`config.mk`:
```
export PLATFORM = sky130hd
export DESIGN_NAME = axilite_mmio_responder
export DESIGN_NICKNAME = d
export VERILOG_FILES = /design/src/rtl/mmio_resp_pkg.sv /design/src/rtl/mmio_byte_fifo.sv /design/src/rtl/axilite_mmio_responder.sv
export SDC_FILE = /design/constraint.sdc
export NUM_CORES = 1
export LEC_CHECK = 0
export BUFFER_PORTS_ARGS = -buffer_cell sky130_fd_sc_hd__buf_2
export CAP_MARGIN = 10
export CORE_AREA = 2 2 180 182
export CTS_BUF_LIST = sky130_fd_sc_hd__clkbuf_2
export DETAILED_ROUTE_END_ITERATION = 12
export DIE_AREA = 0 0 182 184
export PLACE_DENSITY = 0.52
export SETUP_SLACK_MARGIN = 0.5
export SYNTH_ARGS = -nofsm -noshare
export SYNTH_HDL_FRONTEND = slang
export SYNTH_SLANG_ARGS = --single-unit
```
`constraint.sdc`:
```
create_clock -name uncoreclk -period 4.9 [get_ports uncoreclk]
set_input_delay 0.49 -clock uncoreclk [delete_from_list [all_inputs] [get_ports uncoreclk]]
set_output_delay 0.49 -clock uncoreclk [all_outputs]
set_load 0.02 [all_outputs]
```
`src/rtl/mmio_resp_pkg.sv`:
```
// Shared definitions for the AXI-Lite MMIO responder: register indices
// (addr[5:2]), AXI response codes, IRQ bit positions and FSM state types.
package mmio_resp_pkg;

    localparam logic [3:0] REG_ID       = 4'h0;
    localparam logic [3:0] REG_SCRATCH  = 4'h1;
    localparam logic [3:0] REG_TXDATA   = 4'h2;
    localparam logic [3:0] REG_STATUS   = 4'h3;
    localparam logic [3:0] REG_IRQ_EN   = 4'h4;
    localparam logic [3:0] REG_IRQ_PEND = 4'h5;

    localparam logic [1:0] RESP_OKAY   = 2'b00;
    localparam logic [1:0] RESP_SLVERR = 2'b10;

    localparam int IRQ_EMPTY_BIT = 0;
    localparam int IRQ_OVF_BIT   = 1;

    typedef enum logic {W_IDLE, W_RESP} wr_state_e;
    typedef enum logic {R_IDLE, R_DATA} rd_state_e;

    // Mapped registers occupy the contiguous index range ID..IRQ_PEND.
    function automatic logic reg_mapped(input logic [3:0] idx);
        return idx <= REG_IRQ_PEND;
    endfunction

endpackage

```
`src/rtl/mmio_byte_fifo.sv`:
```
// Synchronous byte FIFO with occupancy level. Push while full is ignored
// (the caller sees it via `full`). `drain_evt` pulses on the cycle a pop
// takes the level from 1 to 0.
module mmio_byte_fifo #(
    parameter int DEPTH = 16
) (
    input  logic                     clk,
    input  logic                     rst,
    input  logic                     push,
    input  logic [7:0]               push_data,
    input  logic                     pop,
    output logic [7:0]               head,
    output logic                     full,
    output logic                     empty,
    output logic [$clog2(DEPTH):0]   level,
    output logic                     drain_evt
);

    localparam int PTR_W = $clog2(DEPTH);
    localparam int LVL_W = PTR_W + 1;
    localparam logic [LVL_W-1:0] FULL_LVL = LVL_W'(DEPTH);
    localparam logic [LVL_W-1:0] ONE_LVL  = LVL_W'(1);

    logic [7:0]       mem_q [DEPTH];
    logic [PTR_W-1:0] wr_ptr_q, wr_ptr_d;
    logic [PTR_W-1:0] rd_ptr_q, rd_ptr_d;
    logic [LVL_W-1:0] level_q, level_d;
    logic             push_ok, pop_ok;

    assign full      = (level_q == FULL_LVL);
    assign empty     = (level_q == '0);
    assign level     = level_q;
    assign head      = mem_q[rd_ptr_q];
    assign push_ok   = push && !full;
    assign pop_ok    = pop && !empty;
    assign drain_evt = (level_q == ONE_LVL) && pop_ok && !push_ok;

    // Pointer and level bookkeeping; pointers wrap naturally (power-of-two depth).
    always_comb begin
        wr_ptr_d = wr_ptr_q;
        rd_ptr_d = rd_ptr_q;
        level_d  = level_q;
        if (push_ok) wr_ptr_d = wr_ptr_q + 1'b1;
        if (pop_ok)  rd_ptr_d = rd_ptr_q + 1'b1;
        if (push_ok && !pop_ok)      level_d = level_q + 1'b1;
        else if (pop_ok && !push_ok) level_d = level_q - 1'b1;
    end

    // Storage is not reset; emptiness is tracked by the level alone.
    always_ff @(posedge clk) begin
        if (push_ok) mem_q[wr_ptr_q] <= push_data;
    end

    // Control state register.
    always_ff @(posedge clk or posedge rst) begin
        if (rst) begin
            wr_ptr_q <= '0;
            rd_ptr_q <= '0;
            level_q  <= '0;
        end else begin
            wr_ptr_q <= wr_ptr_d;
            rd_ptr_q <= rd_ptr_d;
            level_q  <= level_d;
        end
    end

endmodule

```
`src/rtl/axilite_mmio_responder.sv`:
```
// AXI4-Lite MMIO responder: ID/scratch/status/IRQ registers plus a byte TX
// FIFO drained over tx_valid/tx_ready, with a registered level interrupt.
// Build option MMIO_TXFIFO_OVF_ERR_EN: a TXDATA write while the FIFO is full
// answers SLVERR instead of OKAY (the overflow pend bit is set either way).
module axilite_mmio_responder
    import mmio_resp_pkg::*;
#(
    parameter int          ADDR_WIDTH = 32,
    parameter int          DATA_WIDTH = 32,
    parameter int          FIFO_DEPTH = 16,
    parameter logic [31:0] ID_VALUE   = 32'h4D4D_0001
) (
    input  logic                    uncoreclk,
    input  logic                    uncorerst,
    input  logic [ADDR_WIDTH-1:0]   S_AXILITE_MMIO_awaddr,
    input  logic [2:0]              S_AXILITE_MMIO_awprot,
    input  logic                    S_AXILITE_MMIO_awvalid,
    output logic                    S_AXILITE_MMIO_awready,
    input  logic [DATA_WIDTH-1:0]   S_AXILITE_MMIO_wdata,
    input  logic [DATA_WIDTH/8-1:0] S_AXILITE_MMIO_wstrb,
    input  logic                    S_AXILITE_MMIO_wvalid,
    output logic                    S_AXILITE_MMIO_wready,
    output logic [1:0]              S_AXILITE_MMIO_bresp,
    output logic                    S_AXILITE_MMIO_bvalid,
    input  logic                    S_AXILITE_MMIO_bready,
    input  logic [ADDR_WIDTH-1:0]   S_AXILITE_MMIO_araddr,
    input  logic [2:0]              S_AXILITE_MMIO_arprot,
    input  logic                    S_AXILITE_MMIO_arvalid,
    output logic                    S_AXILITE_MMIO_arready,
    output logic [DATA_WIDTH-1:0]   S_AXILITE_MMIO_rdata,
    output logic [1:0]              S_AXILITE_MMIO_rresp,
    output logic                    S_AXILITE_MMIO_rvalid,
    input  logic                    S_AXILITE_MMIO_rready,
    output logic [7:0]              tx_data,
    output logic                    tx_valid,
    input  logic                    tx_ready,
    output logic                    irq
);

    localparam int LVL_W  = $clog2(FIFO_DEPTH) + 1;
    localparam int STRB_W = DATA_WIDTH / 8;

    // Write channel latches and response FSM
    logic                  aw_held_q, aw_held_d, awready_q, awready_d;
    logic [3:0]            awidx_q, awidx_d;
    logic                  w_held_q, w_held_d, wready_q, wready_d;
    logic [DATA_WIDTH-1:0] wdata_q, wdata_d;
    logic [STRB_W-1:0]     wstrb_q, wstrb_d;
    wr_state_e             w_state_q, w_state_d;
    logic                  bvalid_q, bvalid_d;
    logic [1:0]            bresp_q, bresp_d;

    // Read FSM
    rd_state_e             r_state_q, r_state_d;
    logic                  arready_q, arready_d, rvalid_q, rvalid_d;
    logic [DATA_WIDTH-1:0] rdata_q, rdata_d;
    logic [1:0]            rresp_q, rresp_d;

    // Registers
    logic [DATA_WIDTH-1:0] scratch_q, scratch_d;
    logic [1:0]            irq_en_q, irq_en_d, irq_pend_q, irq_pend_d;
    logic                  irq_q, irq_d;

    // Datapath helpers
    logic                  aw_hs, w_hs, wr_exec, ar_hs;
    logic [3:0]            wr_idx, rd_idx;
    logic [DATA_WIDTH-1:0] wr_data;
    logic [STRB_W-1:0]     wr_strb;
    logic                  fifo_push, fifo_full, fifo_empty, fifo_drain, overflow;
    logic [LVL_W-1:0]      fifo_level;
    logic [DATA_WIDTH-1:0] status_word, rd_value;
    logic [1:0]            pend_clr;
    logic                  unused_bits;

    assign unused_bits = ^{S_AXILITE_MMIO_awprot, S_AXILITE_MMIO_arprot,
                           S_AXILITE_MMIO_awaddr[ADDR_WIDTH-1:6], S_AXILITE_MMIO_awaddr[1:0],
                           S_AXILITE_MMIO_araddr[ADDR_WIDTH-1:6], S_AXILITE_MMIO_araddr[1:0]};

    assign aw_hs  = S_AXILITE_MMIO_awvalid && awready_q;
    assign w_hs   = S_AXILITE_MMIO_wvalid && wready_q;
    assign ar_hs  = S_AXILITE_MMIO_arvalid && arready_q;
    assign rd_idx = S_AXILITE_MMIO_araddr[5:2];

    // A channel accepted this cycle counts as held, so AW+W together execute
    // immediately and bvalid follows one cycle later.
    assign wr_idx  = aw_held_q ? awidx_q : S_AXILITE_MMIO_awaddr[5:2];
    assign wr_data = w_held_q  ? wdata_q : S_AXILITE_MMIO_wdata;
    assign wr_strb = w_held_q  ? wstrb_q : S_AXILITE_MMIO_wstrb;
    assign wr_exec = (aw_held_q || aw_hs) && (w_held_q || w_hs) && (w_state_q == W_IDLE);

    assign fifo_push = wr_exec && (wr_idx == REG_TXDATA) && wr_strb[0];
    assign overflow  = fifo_push && fifo_full;

    mmio_byte_fifo #(.DEPTH(FIFO_DEPTH)) u_fifo (
        .clk       (uncoreclk),
        .rst       (uncorerst),
        .push      (fifo_push),
        .push_data (wr_data[7:0]),
        .pop       (tx_valid && tx_ready),
        .head      (tx_data),
        .full      (fifo_full),
        .empty     (fifo_empty),
        .level     (fifo_level),
        .drain_evt (fifo_drain)
    );

    assign tx_valid = !fifo_empty;

    // Write channel capture, register updates and B response sequencing.
    always_comb begin
        aw_held_d  = aw_held_q;
        awidx_d    = aw_hs ? S_AXILITE_MMIO_awaddr[5:2] : awidx_q;
        w_held_d   = w_held_q;
        wdata_d    = w_hs ? S_AXILITE_MMIO_wdata : wdata_q;
        wstrb_d    = w_hs ? S_AXILITE_MMIO_wstrb : wstrb_q;
        w_state_d  = w_state_q;
        bvalid_d   = bvalid_q;
        bresp_d    = bresp_q;
        scratch_d  = scratch_q;
        irq_en_d   = irq_en_q;
        pend_clr   = 2'b00;

        if (wr_exec) begin
            aw_held_d = 1'b0;
            w_held_d  = 1'b0;
        end else begin
            if (aw_hs) aw_held_d = 1'b1;
            if (w_hs)  w_held_d  = 1'b1;
        end

        case (w_state_q)
            W_IDLE: if (wr_exec) begin
                w_state_d = W_RESP;
                bvalid_d  = 1'b1;
                bresp_d   = reg_mapped(wr_idx) ? RESP_OKAY : RESP_SLVERR;
`ifdef MMIO_TXFIFO_OVF_ERR_EN
                if (overflow) bresp_d = RESP_SLVERR;
`endif
            end
            W_RESP: if (S_AXILITE_MMIO_bready) begin
                w_state_d = W_IDLE;
                bvalid_d  = 1'b0;
            end
            default: w_state_d = W_IDLE;
        endcase

        if (wr_exec) begin
            case (wr_idx)
                REG_SCRATCH:
                    for (int b = 0; b < STRB_W; b++)
                        if (wr_strb[b]) scratch_d[8*b +: 8] = wr_data[8*b +: 8];
                REG_IRQ_EN:   if (wr_strb[0]) irq_en_d = wr_data[1:0];
                REG_IRQ_PEND: if (wr_strb[0]) pend_clr = wr_data[1:0];
                default: ;
            endcase
        end

        awready_d = !aw_held_d;
        wready_d  = !w_held_d;
    end

    // Pending bits: hardware set wins over a simultaneous W1C.
    always_comb begin
        irq_pend_d = irq_pend_q & ~pend_clr;
        if (fifo_drain) irq_pend_d[IRQ_EMPTY_BIT] = 1'b1;
        if (overflow)   irq_pend_d[IRQ_OVF_BIT]   = 1'b1;
        irq_d = |(irq_pend_q & irq_en_q);
    end

    // Read decode and R channel sequencing. For FIFO_DEPTH=256 the level MSB
    // lands in bit 16 of STATUS.
    always_comb begin
        status_word = '0;
        status_word[0] = fifo_full;
        status_word[1] = fifo_empty;
        status_word[8 +: LVL_W] = fifo_level;

        rd_value = '0;
        case (rd_idx)
            REG_ID:       rd_value = ID_VALUE;
            REG_SCRATCH:  rd_value = scratch_q;
            REG_STATUS:   rd_value = status_word;
            REG_IRQ_EN:   rd_value[1:0] = irq_en_q;
            REG_IRQ_PEND: rd_value[1:0] = irq_pend_q;
            default: ;
        endcase

        r_state_d = r_state_q;
        arready_d = arready_q;
        rvalid_d  = rvalid_q;
        rdata_d   = rdata_q;
        rresp_d   = rresp_q;
        case (r_state_q)
            R_IDLE: begin
                arready_d = 1'b1;
                if (ar_hs) begin
                    r_state_d = R_DATA;
                    arready_d = 1'b0;
                    rvalid_d  = 1'b1;
                    rdata_d   = rd_value;
                    rresp_d   = reg_mapped(rd_idx) ? RESP_OKAY : RESP_SLVERR;
                end
            end
            R_DATA: if (S_AXILITE_MMIO_rready) begin
                r_state_d = R_IDLE;
                arready_d = 1'b1;
                rvalid_d  = 1'b0;
            end
            default: r_state_d = R_IDLE;
        endcase
    end

    // All control and register state; reset abandons any in-flight transfer.
    always_ff @(posedge uncoreclk or posedge uncorerst) begin
        if (uncorerst) begin
            aw_held_q  <= 1'b0;
            awready_q  <= 1'b0;
            awidx_q    <= '0;
            w_held_q   <= 1'b0;
            wready_q   <= 1'b0;
            wdata_q    <= '0;
            wstrb_q    <= '0;
            w_state_q  <= W_IDLE;
            bvalid_q   <= 1'b0;
            bresp_q    <= RESP_OKAY;
            r_state_q  <= R_IDLE;
            arready_q  <= 1'b0;
            rvalid_q   <= 1'b0;
            rdata_q    <= '0;
            rresp_q    <= RESP_OKAY;
            scratch_q  <= '0;
            irq_en_q   <= '0;
            irq_pend_q <= '0;
            irq_q      <= 1'b0;
        end else begin
            aw_held_q  <= aw_held_d;
            awready_q  <= awready_d;
            awidx_q    <= awidx_d;
            w_held_q   <= w_held_d;
            wready_q   <= wready_d;
            wdata_q    <= wdata_d;
            wstrb_q    <= wstrb_d;
            w_state_q  <= w_state_d;
            bvalid_q   <= bvalid_d;
            bresp_q    <= bresp_d;
            r_state_q  <= r_state_d;
            arready_q  <= arready_d;
            rvalid_q   <= rvalid_d;
            rdata_q    <= rdata_d;
            rresp_q    <= rresp_d;
            scratch_q  <= scratch_d;
            irq_en_q   <= irq_en_d;
            irq_pend_q <= irq_pend_d;
            irq_q      <= irq_d;
        end
    end

    assign S_AXILITE_MMIO_awready = awready_q;
    assign S_AXILITE_MMIO_wready  = wready_q;
    assign S_AXILITE_MMIO_bvalid  = bvalid_q;
    assign S_AXILITE_MMIO_bresp   = bresp_q;
    assign S_AXILITE_MMIO_arready = arready_q;
    assign S_AXILITE_MMIO_rvalid  = rvalid_q;
    assign S_AXILITE_MMIO_rdata   = rdata_q;
    assign S_AXILITE_MMIO_rresp   = rresp_q;
    assign irq                    = irq_q;

endmodule

```
Word-level counts from Yosys, hierarchy flattened. Memories as Yosys holds them, arrays and structs flattened. Cells that the tools add are included.

Add/sub/neg operators: 4. $lt $le $gt $ge: 2. Eq/ne operators: 14. Mux-type cells: 35. Bitwise gates (word level): 5. Reduce and logical (&&, ||, !) cells: 36.

Operator list (number): $pmux 30 s3 (1); $mux 32 (1); $mux 1 (18); $eq 4x3->1 const B (4); $logic_and 1x1->1 (15); $reduce_and 3->1 (5); $mux 2 (5); $mux 5 (2); $pmux 1 s2 (5); $pmux 2 s5 (1); $add 4x1->4 const B (2); $eq 4x1->1 const B (2); $eq 4x2->1 const B (2); $le 4x3->1 const B (2); $mux 4 (2); $ne 2x2->1 const B (4); $reduce_and 2->1 (4); $logic_not 1->1 (6); $add 5x1->5 const B (1); $eq 5x1->1 const B (1); $eq 5x5->1 const B (1); $logic_not 5->1 (1); $sub 5x1->5 const B (1); $and 2x2->2 (2); other kinds (6) (8).

Register bits: 135. Memory bits (writable): 128. Input port bits: 114. Output and inout bits: 51. Word-level logic and storage cells: 122. Memories: 1.

Memories: u_fifo.mem_q (words 16, bits a word 8, read ports 1, clocked after memory_dff 0, wr ports 1, RTL line mmio_byte_fifo.sv:24) `logic [7:0] mem_q [DEPTH];`.

Depth between registers and ports, before layout. Gate-level depths: netlist of run 1.

Depth after elaboration: 11. Gate-level depth with buffers: 9. Gate-level depth less buffers: 8.

Modules after synthesis. A second synthesis of run 1 with hierarchy kept.

Cells, all modules: 708. Area, all modules: 11120.7 sq um.

Modules (own cells, without submodules): mmio_byte_fifo (times used 1, cells an instance 325, area each 5828.1 sq um); axilite_mmio_responder (times used 1, cells an instance 383, area each 5292.6 sq um).

Worst setup path after synthesis of run 1. OpenSTA, ideal clock, no wires.

Path kind: input to register. From: in S_AXILITE_MMIO_awaddr[3]. To: reg u_fifo.level_q[4], in the netlist u_fifo.level[4]. Setup time: 0.079 ns. Arrival time: 2.441 ns. Data required time: 4.821 ns. Setup slack: 2.380 ns. Stages on the path: 8. Buffers on the path: 1. Cells stage by stage: nor4b_1 mux2i_1 nor3_4 buf_4 ha_1 or4b_2 a21oi_1 xor2_1.

Longest elaborated chain between the ends: 8.

RTL lines: start, declared (RTL line axilite_mmio_responder.sv:15) `input logic [ADDR_WIDTH-1:0] S_AXILITE_MMIO_awaddr,`; $mux 4 * (RTL line axilite_mmio_responder.sv:86) `assign wr_idx = aw_held_q ? awidx_q : S_AXILITE_MMIO_awaddr[5:2];`; $eq 4x2->1 * (RTL line axilite_mmio_responder.sv:91) `assign fifo_push = wr_exec && (wr_idx == REG_TXDATA) && wr_strb[0];`; $logic_and 1x1->1 * (2 in a row) (RTL line axilite_mmio_responder.sv:91); $logic_and 1x1->1 * (RTL line mmio_byte_fifo.sv:34) `assign push_ok = push && !full;`; via u_fifo.push_ok (RTL line mmio_byte_fifo.sv:28) `logic push_ok, pop_ok;`; $logic_not 1->1 (RTL line mmio_byte_fifo.sv:46) `else if (pop_ok && !push_ok) level_d = level_q - 1'b1;`; $logic_and 1x1->1 (RTL line mmio_byte_fifo.sv:46); $reduce_bool 2->1 (no source line); end signal, assigned (RTL line mmio_byte_fifo.sv:63) `level_q <= level_d;`; end, declared (RTL line mmio_byte_fifo.sv:27) `logic [LVL_W-1:0] level_q, level_d;`.

The timed path passes the listed nets; every way through them passes the cells marked *. A chain may end at the register's enable or synchronous reset.

Worst setup path after layout of run 1.
From: reg u_fifo.rd_ptr_q[0]. To: out tx_data[4].

Longest elaborated chain between the ends: 1.

RTL lines: start, declared (RTL line mmio_byte_fifo.sv:26) `logic [PTR_W-1:0] rd_ptr_q, rd_ptr_d;`; start signal, assigned (RTL line mmio_byte_fifo.sv:62) `rd_ptr_q <= rd_ptr_d;`; $mem_v2 16x8; end, declared (RTL line axilite_mmio_responder.sv:34) `output logic [7:0] tx_data,`.

No other way between the ends.

==> impl_results.md, run 1 <==
* Outcome: completed
* Hold endpoint: S_AXILITE_MMIO_wready$_DFF_PP0_
* Layout cells sized above 1 at approximately 45%
* Post-synth ARST share at about 50%
* Overall die width at 182 um
* Max-cap violations at 0
* Area share of the largest cell type after synthesis at 35.2%
* GRT overflow at 0
* Placed inst area at between 10000 and 15000 um^2
* Synth cell count leaders: dfrtp_1 (133), edfxtp_1 (128), mux2_2 (110), mux4_2 (40)
* Starting Density at 34.8%
* # port buffers at 100
* RR Startpoint: w_held_q$_DFF_PP0_
* Row cnt at 65
* Via Count at approximately 6.3k
* Worst hold start: S_AXILITE_MMIO_awvalid
* Period utilisation layout at 76.9%
* Final hold violations at 0
* Dpl hpwl at ~16000 um
* Clock transition at path regs at 90 ps
* Final Skew at 77.6 ps
* CP Class: reg2out
* Slew @ Worst Pin at 903 ps
* CTS Buffer Depth at 3
* Cell Area, Synth at 10900 um^2
* Vias in the first global route at roughly 6.8k
* Drt pass-1 iters at 4
* Depth of the CTS H-tree at 3
* First-pass GRT wire length at roughly 38000 um
* Area leader, netlist: edfxtp_1
* Hold path cells at 4
* CTS tree: done
* Initial DRC count at approximately 300
* Area Overhead vs Synth at 18.3%
* Routed WL at approximately 24000 um
* Vias per cell at about 4.9
* Final Instance Area at 12900 um^2
* Worst EP arrival at ~3300 ps
* Max-slew headroom at ~40%
* Final Max Tran Viols at 0
* Largest net degree at the start of global routing at 102
* Final ANT Viol Nets at 0
* CTS resizes at 0
* Syn Inst Count at 631
* Max VDD drop at around 0.00026 V
* GRT Total Usage at between 10% and 20%
* WP data required at between 4000 and 5000 ps
* Layout Nets at about 940
* TNS Setup at 0 ps
* CP Max Fanout at 24
* FILL cells at 2912
* Register area share after synthesis at about 66%
* Total CTS buffers at 67
* Yosys cell types at between 50 and 60
* DRC Markers at 0
* Crit path time final at around 3800 ps
* Top post-synthesis cells by area: edfxtp_1 (35%), dfrtp_1 (30%), mux2_2 (11%), mux4_2 (8.2%), a22o_1 (1.5%)
* Flop2flop setup slack at 1790 ps
* Die ar. at about 33000 um^2
* Power Dens Cells at about 530 nW/um^2
* Dominant synthesized flop cell: dfrtp_1
* DR WL/cell at 19.0 um
* Die Y-Extent at around 180 um
* Clk root buf: clkbuf_2
* Post-CTS setup buffers at 0
* Peak Freq at between 0.2 and 0.3 GHz
* Ys Warns at 0
* Setup crit start kind: register
* Most frequent cell after synthesis: dfrtp_1
* Endpoints failing setup at 0
* FF+latch count, synth at around 260
* Hold/Removal Path Class: in2reg
* RSZ-0062 raised after global routing: no
* Reg2reg path depth at 4
* Skew-Pair Late Insertion Delay at around 820 ps
* CTS Hold Bufs at 45
* Reg-to-reg endpoint: u_fifo.mem_q[5][6]$_DFFE_PP_
* Core Box Area at between 30000 and 40000 um^2
* Clk sinks at between 200 and 300
* Post-synth EDFFs at about 130
* Syn_area_per_cell at about 17 um^2
* RePlAce Congestion at approximately 0.77
* I/O pin count at about 170
* Worst setup EP type: output pin
* Static Leakage at ~5.4 nW
* Initial antenna violation count at 1
## metrics by stage
step	total power [mW]	setup WS, ps	util, %	instances	hold WS [ps]
2_1_floorplan	4.65	856	-	632	462
3_3_place_gp	5.13	1840	37.6	1107	465
3_5_place_dp	5.23	1820	37.6	1107	467
4_1_cts	6.91	962	41.2	1267	43.9
5_1_grt	7.22	844	41.2	1268	48.5
6_report	6.80	1130	41.2	1268	149
## cell usage in the layout (no fill, tap or decap), drive strengths merged, types with 4 or more instances in the layout
cell	synthesis	routed
a21oi	11	11
a221o	8	8
a22o	19	19
and2	5	5
and3	13	13
buf	16	104
bufinv	0	4
clkbuf	15	101
clkinv	0	7
dfrtp	133	133
dlygate4sd3	0	45
edfxtp	128	128
ha	10	10
inv	12	15
mux2	111	111
mux2i	10	10
mux4	40	40
nand2	19	19
nor2	7	7
nor2b	4	4
nor3	8	8
o21ai	10	10
xnor2	5	5
xor2	6	6
## layout make-up
| type | count | area, um^2 | area share [%] |
|---|---|---|---|
| inverters | 12 | 50.0 | 0.387 |
| repair buffers | 149 | 981 | 7.58 |
| well taps | 402 | 503 | 3.89 |
| multi-input cells | 328 | 3550 | 27.5 |
| diodes | 1 | 2.50 | 0.0193 |
| clock buffers | 101 | 505 | 3.91 |
| clock inverters | 14 | 164 | 1.27 |
| flip-flops and latches | 261 | 7170 | 55.5 |
## cells by family after synthesis
logic type,count (synthesis),share of synthesized area (%)
xor gates and xnor gates,11,0.881
AOI/OAI and AO/OA,63,4.46
adders and majority gates,10,1.14
buffers and inverters,43,1.95
and+or+nand+nor,81,5.32
muxes,161,20.6
DFF,261,65.6
other,1,0.0343
## power by group
part           leakage [nW]  internal [mW]  switching, mW
clock                 0.502          0.755          0.858
sequential             2.83           2.79          0.457
combinational          2.04          0.996          0.944
total                  5.38           4.54           2.26
## registers in the layout, indices dropped and copies added, names as in the netlist, 2 cells and up
signal,cells
u_fifo.level,5
wstrb_q,4
u_fifo.rd_ptr_q,4
irq_en_q,2
S_AXILITE_MMIO_rdata,32
wdata_q,32
irq_pend_q,2
u_fifo.mem_q,128
scratch_q,32
awidx_q,4
u_fifo.wr_ptr_q,4
## worst max path at each step
stage	from	endpoint
finish	u_fifo.rd_ptr_q[0]$_DFFE_PP0P_	tx_data[4]
global route	u_fifo.rd_ptr_q[0]$_DFFE_PP0P_	tx_data[4]
CTS	u_fifo.rd_ptr_q[0]$_DFFE_PP0P_	tx_data[4]
detailed placement	w_held_q$_DFF_PP0_	u_fifo.mem_q[5][4]$_DFFE_PP_
global placement	u_fifo.rd_ptr_q[0]$_DFFE_PP0P_	tx_data[4]
floorplan	uncorerst	S_AXILITE_MMIO_arready$_DFFE_PP0P_
## per-layer routing
layer  share of wire (%)  track usage (%)  vias to the layer above
met1                  43             18.6                     3170
met2                  50             24.8                      185
li1                    -                -                     2856
met3                 5.1             3.84                       44
met4                 2.2             5.81                        0
met5                   0                0                        -
## worst max-delay path, cell delays in order, from the launching register on
cell and delay (ps):
dfrtp_2 880, buf_4 400, mux4_2 550, mux4_2 500, buf_2 180
(Power assumes the default switching activity.)
==> run 2: changes to the inputs <==
PLACE_DENSITY = 0.54   (was 0.52)
clock period = 3.3 ns   (was 4.9 ns; I/O delays follow)
==> run 2 against run 1 <==
  * Hold slack improved by 140 ps
  * Critical path depth is the same
  * Core utilization rose by 0.96 points
  * Global-route usage decreased by 0.086 points
  * Register-to-register slack worse by 1200 ps
  * Sequential cell count unchanged
  * Clock power up 44%
  * Die area is the same
  * Sequential power rose by 42%
  * Wire length increased by 1.3%
  * Largest cell class unchanged
==> impl_results.md, run 2 (synthesis gave the netlist of run 1 again) <==
* CP Class: reg2out (unchanged)
* Starting Density at 34.8% (unchanged)
* First-pass GRT wire length at 38100 um (was 37900 um)
* Comb power frac at 32.5% (was 28.5%)
* Power Dens Cells at 777 nW/um^2 (was 526 nW/um^2)
* Max VDD drop at 0.000338 V (was 0.000256 V)
* Depth of the CTS H-tree at 3 (unchanged)
* Endpoints failing setup at 0 (unchanged)
* Total CTS buffers at 68 (was 67)
* DR WL/cell at 18.8 um (was 19.0 um)
* Routed WL at 24400 um (was 24100 um)
* Max-cap violations at 0 (unchanged)
* Core Box Area at 31400 um^2 (unchanged)
* Most frequent cells in the layout: dfrtp_1 (132), edfxtp_1 (128), mux2_2 (110), buf_2 (98), clkbuf_2 (94) (was dfrtp_1 (131), edfxtp_1 (128), mux2_2 (110), clkbuf_2 (101), buf_2 (100))
* WHS at 285 ps (was 149 ps)
* Most flop-heavy register: u_fifo.mem_q (unchanged)
* Final hold violations at 0 (unchanged)
* Final ANT Viol Nets at 0 (unchanged)
* Largest net degree at the start of global routing at 70 (was 102)
* GRT Total Usage at 14.8% (was 14.9%)
* Clk root buf: clkbuf_2 (unchanged)
* Overall die width at 182 um (unchanged)
* FILL cells at 2870 (was 2912)
* Worst EP arrival at 2630 ps (was 3280 ps)
* Outcome: completed (unchanged)
* Clock transition at path regs at 100 ps (was 90 ps)
* Peak Freq at 0.338 GHz
* Int Power at 6.84 mW (was 4.54 mW)
* Final Skew at 90.6 ps (was 77.6 ps)
* Switching Share at 33.5% (was 33.2%)
* CP Max Fanout at 18 (was 24)
* CTS Buffer Depth at 3 (unchanged)
* Dpl hpwl at 15500 um (was 15700 um)
* I/O pin count at 165 (unchanged)
* Final Max Tran Viols at 0 (unchanged)
* Slew @ Worst Pin at 724 ps (was 903 ps)
* RSZ-0062 raised after global routing: yes (was no)
* Initial DRC count at 268 (was 299)
* Die Y-Extent at 184 um (unchanged)
* Layout cells sized above 1 at 42.9% (was 44.5%)
* Clock power frac at 22.5% (was 23.7%)
* Tot Pwr at 10.3 mW (was 6.80 mW)
* Clk sinks at 261 (unchanged)
* Crit path time final at roughly 3000 ps
* Row cnt at 65 (unchanged)
* Hold/Removal Path Class: in2reg (unchanged)
* CTS tree: done (unchanged)
* Initial antenna violation count at 1 (unchanged)
* Vias in the first global route at 7080 (was 6835)
* Die ar. at 33500 um^2 (unchanged)
* Sequential power share at 45.0% (was 47.8%)
* TNS Setup at 0 ps (unchanged)
* Skew-Pair Late Insertion Delay at 820 ps (about the same)
* Area Overhead vs Synth at 21.0% (was 18.3%)
* Vias per cell at 4.98 (was 4.93)
* Period utilisation layout at roughly nine tenths
* RePlAce Congestion at 0.773 (was 0.767)
* Worst setup EP type: output pin (unchanged)
* # port buffers at 100 (unchanged)
* Net Switching at 3.44 mW (was 2.26 mW)
* Largest register FFs at 128 (unchanged)
* Max-slew headroom at 50.3% (was 39.8%)
* DRC Markers at 0 (unchanged)
* Static Leakage at 5.49 nW (was 5.38 nW)
* Setup crit start kind: register (unchanged)
* WP data required at 2970 ps (was 4410 ps)
* GRT overflow at 0 (unchanged)
* Via Count at 6470 (was 6255)
* Layout Nets at 966 (was 943)
* Drt pass-1 iters at 4 (unchanged)
* Most common cell after layout, fill and taps aside: dfrtp_1 (unchanged)
run 2: critical path, stage by stage, from the launching register on:
cell and delay, ps:
dfrtp_2 420, buf_12 200, mux4_2 570, mux4_2 490, buf_2 180
run 2: routing by layer:
metal / vias to the layer above / wire length, um / global-route usage [%]
met5: - / 0 / 0
met4: 0 / 458 / 5.84
met3: 37 / 1270 / 4.04
met2: 164 / 12300 / 25.4
met1: 3340 / 10400 / 17.7
li1: 2929 / - / -
run 2: repair_timing:
item,4_1_cts,5_1_grt
hold buffers,59,0
endpoints found under the setup margin,8,11
setup buffers,2,0
hold endpoints to repair,213,0
resized for setup,6,1
gates cloned,2,0
run 2: power by group through the flow:
stage / clock network, mW / registers [mW] / logic, mW
2_1_floorplan: 0 / 4.57 / 2.34
3_5_place_dp: 0 / 4.68 / 3.14
6_report: 2.32 / 4.63 / 3.34
4_1_cts: 2.42 / 4.62 / 3.40
3_3_place_gp: 0 / 4.64 / 3.03
5_1_grt: 2.58 / 4.70 / 3.61
run 2: path summary, 6_finish.rpt:
check | from | end | slack [ps] | cells past startpoint
worst max-delay path | u_fifo.rd_ptr_q[0]$_DFFE_PP0P_ | tx_data[6] | 340 | 4
worst min-delay path | S_AXILITE_MMIO_wdata[17] | wdata_q[17]$_DFFE_PP0P_ | 290 | 3
worst max register to register | w_held_q$_DFF_PP0_ | u_fifo.mem_q[7][1]$_DFFE_PP_ | 630 | 4
worst min register to register | scratch_q[20]$_DFFE_PP0P_ | S_AXILITE_MMIO_rdata[20]$_DFFE_PP0P_ | 460 | 1
max in group asynchronous | uncorerst | u_fifo.rd_ptr_q[0]$_DFFE_PP0P_ | 1770 | 5
min in group asynchronous | uncorerst | wdata_q[6]$_DFFE_PP0P_ | 670 | 4
run 2: layout make-up:
class | count | area (um^2) | share of cell area (%)
Clock inverter | 29 | 199 | 1.50
Tap cell | 402 | 503 | 3.80
Sequential cell | 261 | 7170 | 54.2
Antenna cell | 1 | 2.50 | 0.0189
Clock buffer | 94 | 470 | 3.55
Multi-Input combinational cell | 328 | 3550 | 26.9
Timing Repair Buffer | 171 | 1280 | 9.70
Inverter | 12 | 48.8 | 0.369
run 2: per-stage QoR:
step	setup slack (ps)	std cells	utilization [%]	cell area (um^2)
finish	342	1298	42.2	13200
global route	212	1298	42.2	13200
CTS	253	1297	42.1	13200
detailed placement	660	1111	37.8	11900
global placement	710	1111	37.8	11900
floorplan	817	632	-	10900
